--- src/rtl/mem_access_unit_pkg.sv ---
// rtl/mem_access_unit_pkg.sv - shared size codes, FSM states and alignment helper
package mem_access_unit_pkg;

    localparam logic [1:0] SIZE_BYTE = 2'b00;
    localparam logic [1:0] SIZE_HALF = 2'b01;
    localparam logic [1:0] SIZE_WORD = 2'b10;

    typedef enum logic [1:0] {
        MAU_IDLE     = 2'b00,
        MAU_LD_WAIT  = 2'b01,
        MAU_RMW_WAIT = 2'b10
    } mau_state_e;

    // Size 2'b11 is never legal, so it is reported alongside misalignment.
    function automatic logic bad_request(input logic [1:0] size, input logic [1:0] off);
        case (size)
            SIZE_BYTE: bad_request = 1'b0;
            SIZE_HALF: bad_request = off[0];
            SIZE_WORD: bad_request = |off;
            default:   bad_request = 1'b1;
        endcase
    endfunction

endpackage

--- src/rtl/mem_lane_unit.sv ---
// rtl/mem_lane_unit.sv - lane extraction/extension for loads and lane merge for sub-word stores
module mem_lane_unit
    import mem_access_unit_pkg::*;
#(
    parameter bit BIG_ENDIAN = 1'b1
) (
    input  logic [31:0] rd,
    input  logic [31:0] wdata,
    input  logic [1:0]  off,
    input  logic [1:0]  size,
    input  logic        sign_ext,
    output logic [31:0] load_word,
    output logic [31:0] store_word
);

    logic [1:0]  last_byte;
    logic [1:0]  shift_bytes;
    logic [4:0]  shamt;
    logic [31:0] lane_mask;
    logic [31:0] raw;

    always_comb begin
        case (size)
            SIZE_BYTE: begin last_byte = 2'd0; lane_mask = 32'h0000_00ff; end
            SIZE_HALF: begin last_byte = 2'd1; lane_mask = 32'h0000_ffff; end
            default:   begin last_byte = 2'd3; lane_mask = 32'hffff_ffff; end
        endcase
        // Big-endian puts byte offset 0 in the top lane, so count down from bit 31.
        shift_bytes = BIG_ENDIAN ? (2'd3 - last_byte - off) : off;
        shamt       = {shift_bytes, 3'b000};
        raw         = (rd >> shamt) & lane_mask;

        case (size)
            SIZE_BYTE: load_word = {{24{sign_ext & raw[7]}}, raw[7:0]};
            SIZE_HALF: load_word = {{16{sign_ext & raw[15]}}, raw[15:0]};
            default:   load_word = raw;
        endcase

        store_word = (rd & ~(lane_mask << shamt)) | ((wdata & lane_mask) << shamt);
    end

endmodule

--- src/rtl/mem_access_unit.sv ---
// rtl/mem_access_unit.sv - MEM-stage initiator turning load/store requests into word memory accesses
module mem_access_unit
    import mem_access_unit_pkg::*;
#(
    parameter bit BIG_ENDIAN = 1'b1
) (
    input  logic        CLK,
    input  logic        RST,
    input  logic        MemReadM,
    input  logic        MemWriteM,
    input  logic [1:0]  MemSizeM,
    input  logic        MemSignedM,
    input  logic [31:0] ALUOutM,
    input  logic [31:0] WriteDataM,
    output logic [31:0] ReadDataM,
    output logic        ReadValidM,
    output logic        StallM,
    output logic        ErrM,
    output logic [31:0] A,
    output logic [31:0] WD,
    output logic        WE,
    output logic        MemToRegM,
    input  logic [31:0] RD
);

    mau_state_e  state, next_state;
    logic [1:0]  off_q;
    logic [1:0]  size_q;
    logic        sign_q;
    logic [31:0] wdata_q;
    logic [31:0] a_q;
    logic [31:0] wd_q;
    logic [31:0] rdata_q;
    logic        req;
    logic        illegal;
    logic        accept;
    logic [31:0] load_word;
    logic [31:0] store_word;

    mem_lane_unit #(.BIG_ENDIAN(BIG_ENDIAN)) u_lane (
        .rd         (RD),
        .wdata      (wdata_q),
        .off        (off_q),
        .size       (size_q),
        .sign_ext   (sign_q),
        .load_word  (load_word),
        .store_word (store_word)
    );

    always_comb begin
        req     = MemReadM | MemWriteM;
        illegal = (MemReadM & MemWriteM) | bad_request(MemSizeM, ALUOutM[1:0]);
        accept  = !RST && (state == MAU_IDLE) && req && !illegal;
    end

    // A, WD and ReadDataM default to their held copies so they only move on real activity.
    always_comb begin
        next_state = state;
        A          = a_q;
        WD         = wd_q;
        ReadDataM  = rdata_q;
        WE         = 1'b0;
        MemToRegM  = 1'b0;
        StallM     = 1'b0;
        ReadValidM = 1'b0;
        ErrM       = 1'b0;
        if (!RST) begin
            case (state)
                MAU_IDLE: begin
                    if (req && illegal) begin
                        ErrM = 1'b1;
                    end else if (req) begin
                        A = {ALUOutM[31:2], 2'b00};
                        if (MemReadM) begin
                            MemToRegM  = 1'b1;
                            StallM     = 1'b1;
                            next_state = MAU_LD_WAIT;
                        end else if (MemSizeM == SIZE_WORD) begin
                            WE = 1'b1;
                            WD = WriteDataM;
                        end else begin
                            StallM     = 1'b1;
                            next_state = MAU_RMW_WAIT;
                        end
                    end
                end
                MAU_LD_WAIT: begin
                    ReadDataM  = load_word;
                    ReadValidM = 1'b1;
                    next_state = MAU_IDLE;
                end
                MAU_RMW_WAIT: begin
                    WE         = 1'b1;
                    WD         = store_word;
                    next_state = MAU_IDLE;
                end
                default: next_state = MAU_IDLE;
            endcase
        end
    end

    always_ff @(posedge CLK) begin
        if (RST) begin
            state   <= MAU_IDLE;
            a_q     <= 32'd0;
            wd_q    <= 32'd0;
            rdata_q <= 32'd0;
            off_q   <= 2'd0;
            size_q  <= SIZE_BYTE;
            sign_q  <= 1'b0;
            wdata_q <= 32'd0;
        end else begin
            state <= next_state;
            a_q   <= A;
            wd_q  <= WD;
            if (ReadValidM) begin
                rdata_q <= ReadDataM;
            end
            if (accept) begin
                off_q   <= ALUOutM[1:0];
                size_q  <= MemSizeM;
                sign_q  <= MemSignedM;
                wdata_q <= WriteDataM;
            end
        end
    end

endmodule

--- config.mk ---
export PLATFORM = sky130hd
export DESIGN_NAME = mem_access_unit
export DESIGN_NICKNAME = d
export VERILOG_FILES = /design/src/rtl/mem_access_unit_pkg.sv /design/src/rtl/mem_lane_unit.sv /design/src/rtl/mem_access_unit.sv
export SDC_FILE = /design/constraint.sdc
export NUM_CORES = 1
export LEC_CHECK = 0
export CORE_UTILIZATION = 46
export DETAILED_ROUTE_END_ITERATION = 6
export PLACE_DENSITY_LB_ADDON = 0.15
export SLEW_MARGIN = 10
export SYNTH_ARGS = -nofsm -noshare
export SYNTH_HDL_FRONTEND = slang
export SYNTH_SLANG_ARGS = --single-unit
export TNS_END_PERCENT = 20
--- constraint.sdc ---
create_clock -name CLK -period 3.12 [get_ports CLK]
set_input_delay 0.468 -clock CLK [delete_from_list [all_inputs] [get_ports CLK]]
set_output_delay 0.468 -clock CLK [all_outputs]
set_load 0.05 [all_outputs]
==> flow_summary.yaml <==
timing:
  period_minus_slack_ns: 3.36
  layout_setup_ws_ns: -0.240
  finalSetupTns_ns: -7.39
  maxSlewViolCount: 0
  min_period_over_period_pct: 108
  worst_slew_pin_slew_ns: 0.831
  hold_slack_ns: 0.456
  grt_setup_unrepaired: "yes"
  setup_viol: 57
  max_freq_ghz: 0.298
  maxSlewHeadroom_pct: 44.4
  hold_viol: 0
  fin_skew_ns: 0.00928
synthesis:
  synth-seq-cells: 135
  synth_edf_count: 0
  synthSimpleGateAreaFrac_pct: 23.5
  synth_nets: 1222
  synth_fa_ha_area_share_pct: 0.424
  synth.distinct_cells: 59
  synth-async-reset-ratio_pct: 0
  synth.avg_cell_area_sq_um: 7.40
  synth_area_sq_mm: 0.00826
  dominantRegCellSynth: "dfxtp_1"
  synthMuxAreaShare_pct: 10.1
  yosysWarnings: 0
  synth_xor_area_share_pct: 0.697
  synth_seq_area_share_pct: 32.7
  yosys.area.top_type_share_pct: 32.7
  syn_inst: 1117
  yosys-top-cells-area: "dfxtp_1 33%, nand2_1 15%, a21oi_1 6.2%, mux2_2 4.8%, a22oi_1 4.1%"
  synth_compound_area_share_pct: 27.3
  synth_top_family_by_area: "compound AO/OA/AOI/OAI gates"
  synth_top_cell_by_area: "dfxtp_1"
clock_tree:
  h-tree-depth: 4
  cts.sink_count: 135
  clk_latency_ns: 0.43
  cts_tree: "yes"
  clk_pin_slew_ns: 0.06
  clk_path_buf_depth: 2
  postCtsHoldBufs: 0
  cts_inserted_buffers: 17
  root_buffer: "clkbuf_16"
worst_setup_path:
  max_stage_delay_ns: 0.37
  worst-path-buf-inv: 4
  worstPathArrival_ns: 2.89
  crit_path_end_kind: "output port"
  cpMostUsedCell: "buf_4"
  cp_cell_sequence: "or2_4 > ha_4 > xnor3_2 > buf_4 > buf_4 > buf_4 > o32a_1 > o311a_1 > a21oi_4 > buf_12"
  cp-start-kind: "flip-flop"
  path_class: "flip-flop to output port"
  cp_top_family: "compound AO/OA/AOI/OAI gates"
  slowest_stage: "o32a_1"
  worstPathRequired_ns: 2.65
  worst-path-max-fanout: 8
power:
  powerDensity_mw_per_mm2: 424
  power_uw: 5460
  vdd_drop_max_uv: 413
  p_leak_uw: 0.00483
routing:
  drtAntennaViolNets: 0
  vias: 9613
  drt-total-wl_um: 31200
  via_per_inst: 6.12
  route.detailed.drc: 0
  drtPass1Iterations: 5
  drtIter0Drc: 871
  routedWlPerCell_um: 19.9
run_status:
  violations: "negative setup slack"
  outcome: "complete, but fails checks"
global_route:
  grt_pass1_wl_um: 47700
  grt_max_degree: 56
  track_usage_pct: 33.3
  gr-total-overflow: 0
  grt_pass1_vias: 8883
  antenna_found_initial: 0
placed_design:
  port_buffers: 203
  place_ws_ns: -0.0173
  dp_hpwl_um: 22100
  dpl-instance-area_sq_mm: 0.0119
  place.gp.congestion: 0.941
cells_and_area:
  multiInputGateArea_sq_mm: 0.00588
  drive_gt1_share_pct: 27.6
  area_growth_pct: 56.0
  seq_area_sq_mm: 0.00271
  final_cell_area_sq_mm: 0.0129
  n_antenna_cell: 0
  layout_common_cells: "322 x nand2_1, 132 x dfxtp_1, 109 x buf_4"
  layout.nets: 1439
  n_fill_cell: 1322
  final_common_cell: "nand2_1"
floorplan:
  rows: 48
  num_io_pins: 204
  die-area_sq_mm: 0.0185
  core_sq_mm: 0.0174
  initial_utilization_pct: 47.4
  die_h_um: 136
  die_w_um: 136
worst_hold_path:
  min_path_type: "flip-flop to flip-flop"
flow_run:
  cap_violations: 0
[metrics by stage]
step / utilization (%) / cells
after floorplan: - / 1117
after global placement: 68.5 / 1529
after detailed placement: 68.5 / 1529
after CTS: 72.8 / 1568
after global routing: 74.0 / 1572
final: 74.0 / 1572
[layout make-up]
cell class	instances	share of cell area [%]
multi-input combinational	880	45.6
sequential	135	21.0
tap	225	2.18
clock inverter	11	1.15
clock buffer	21	3.65
timing repair buffer	294	26.2
inverter	6	0.175
[flip-flops by register name, indices dropped and copies added (netlist names)]
signal and flops:
a_q 32, off_q 2, rdata_q 32, sign_q 1, size_q 2, state 2, wd_q 32, wdata_q 32
[synth_stat cells, drive strengths merged (24+ instances only)]
cell,count
a22oi,45
a211oi,24
a21oi,104
o21ai,24
clkbuf,72
nand2,331
mux2i,30
nor2,79
mux2,35
o221ai,26
dfxtp,135
buf,24
[logic make-up (layout without fill, tap and decap cells)]
group / after synthesis / after routing
and+or+nand+nor: 475 / 475
DFF: 135 / 135
muxes: 71 / 71
AOI/OAI and AO/OA: 327 / 327
xor gates and xnor gates: 4 / 4
buffers and inverters: 102 / 332
adders and majority gates: 3 / 3
[repair_timing]
item                                    in CTS  in global routing
resized for setup                           17                 46
endpoints found under the setup margin      62                 64
gates cloned                                 0                  2
pin swaps                                    4                  9
buffers inserted                             7                  2
[final timing paths]
path,startpoint,to,slack (ns),cells past startpoint
worst max-delay path,size_q[1]$_SDFFE_PP0P_,WD[13],-0.24,10
worst min register to register,a_q[20]$_SDFF_PP0_,a_q[20]$_SDFF_PP0_,0.46,2
worst max register to register,size_q[1]$_SDFFE_PP0P_,rdata_q[16]$_SDFFE_PP0P_,0.53,11
worst min-delay path,a_q[20]$_SDFF_PP0_,a_q[20]$_SDFF_PP0_,0.46,2
[where the power goes]
part	total, uW	internal, uW	leakage [uW]	switching (uW)
logic	1500	652	0.00344	843
clock network	2120	1320	0.000291	797
registers	1850	1790	0.00110	57.5
[layer usage]
metal | share of wire (%) | vias up | global-route usage (%)
met4 | 3.9 | 0 | 16.1
met2 | 48 | 541 | 53.4
li1 | - | 4441 | -
met3 | 9.4 | 104 | 7.01
met5 | 0 | - | 0
met1 | 39 | 4527 | 42.3
[tightest hold or removal path, stage by stage (launching register included)]
cell and delay (ns):
dfxtp_1 0.31, nand2_1 0.05, a21oi_1 0.05
Power figures use the tool's default switching activity.
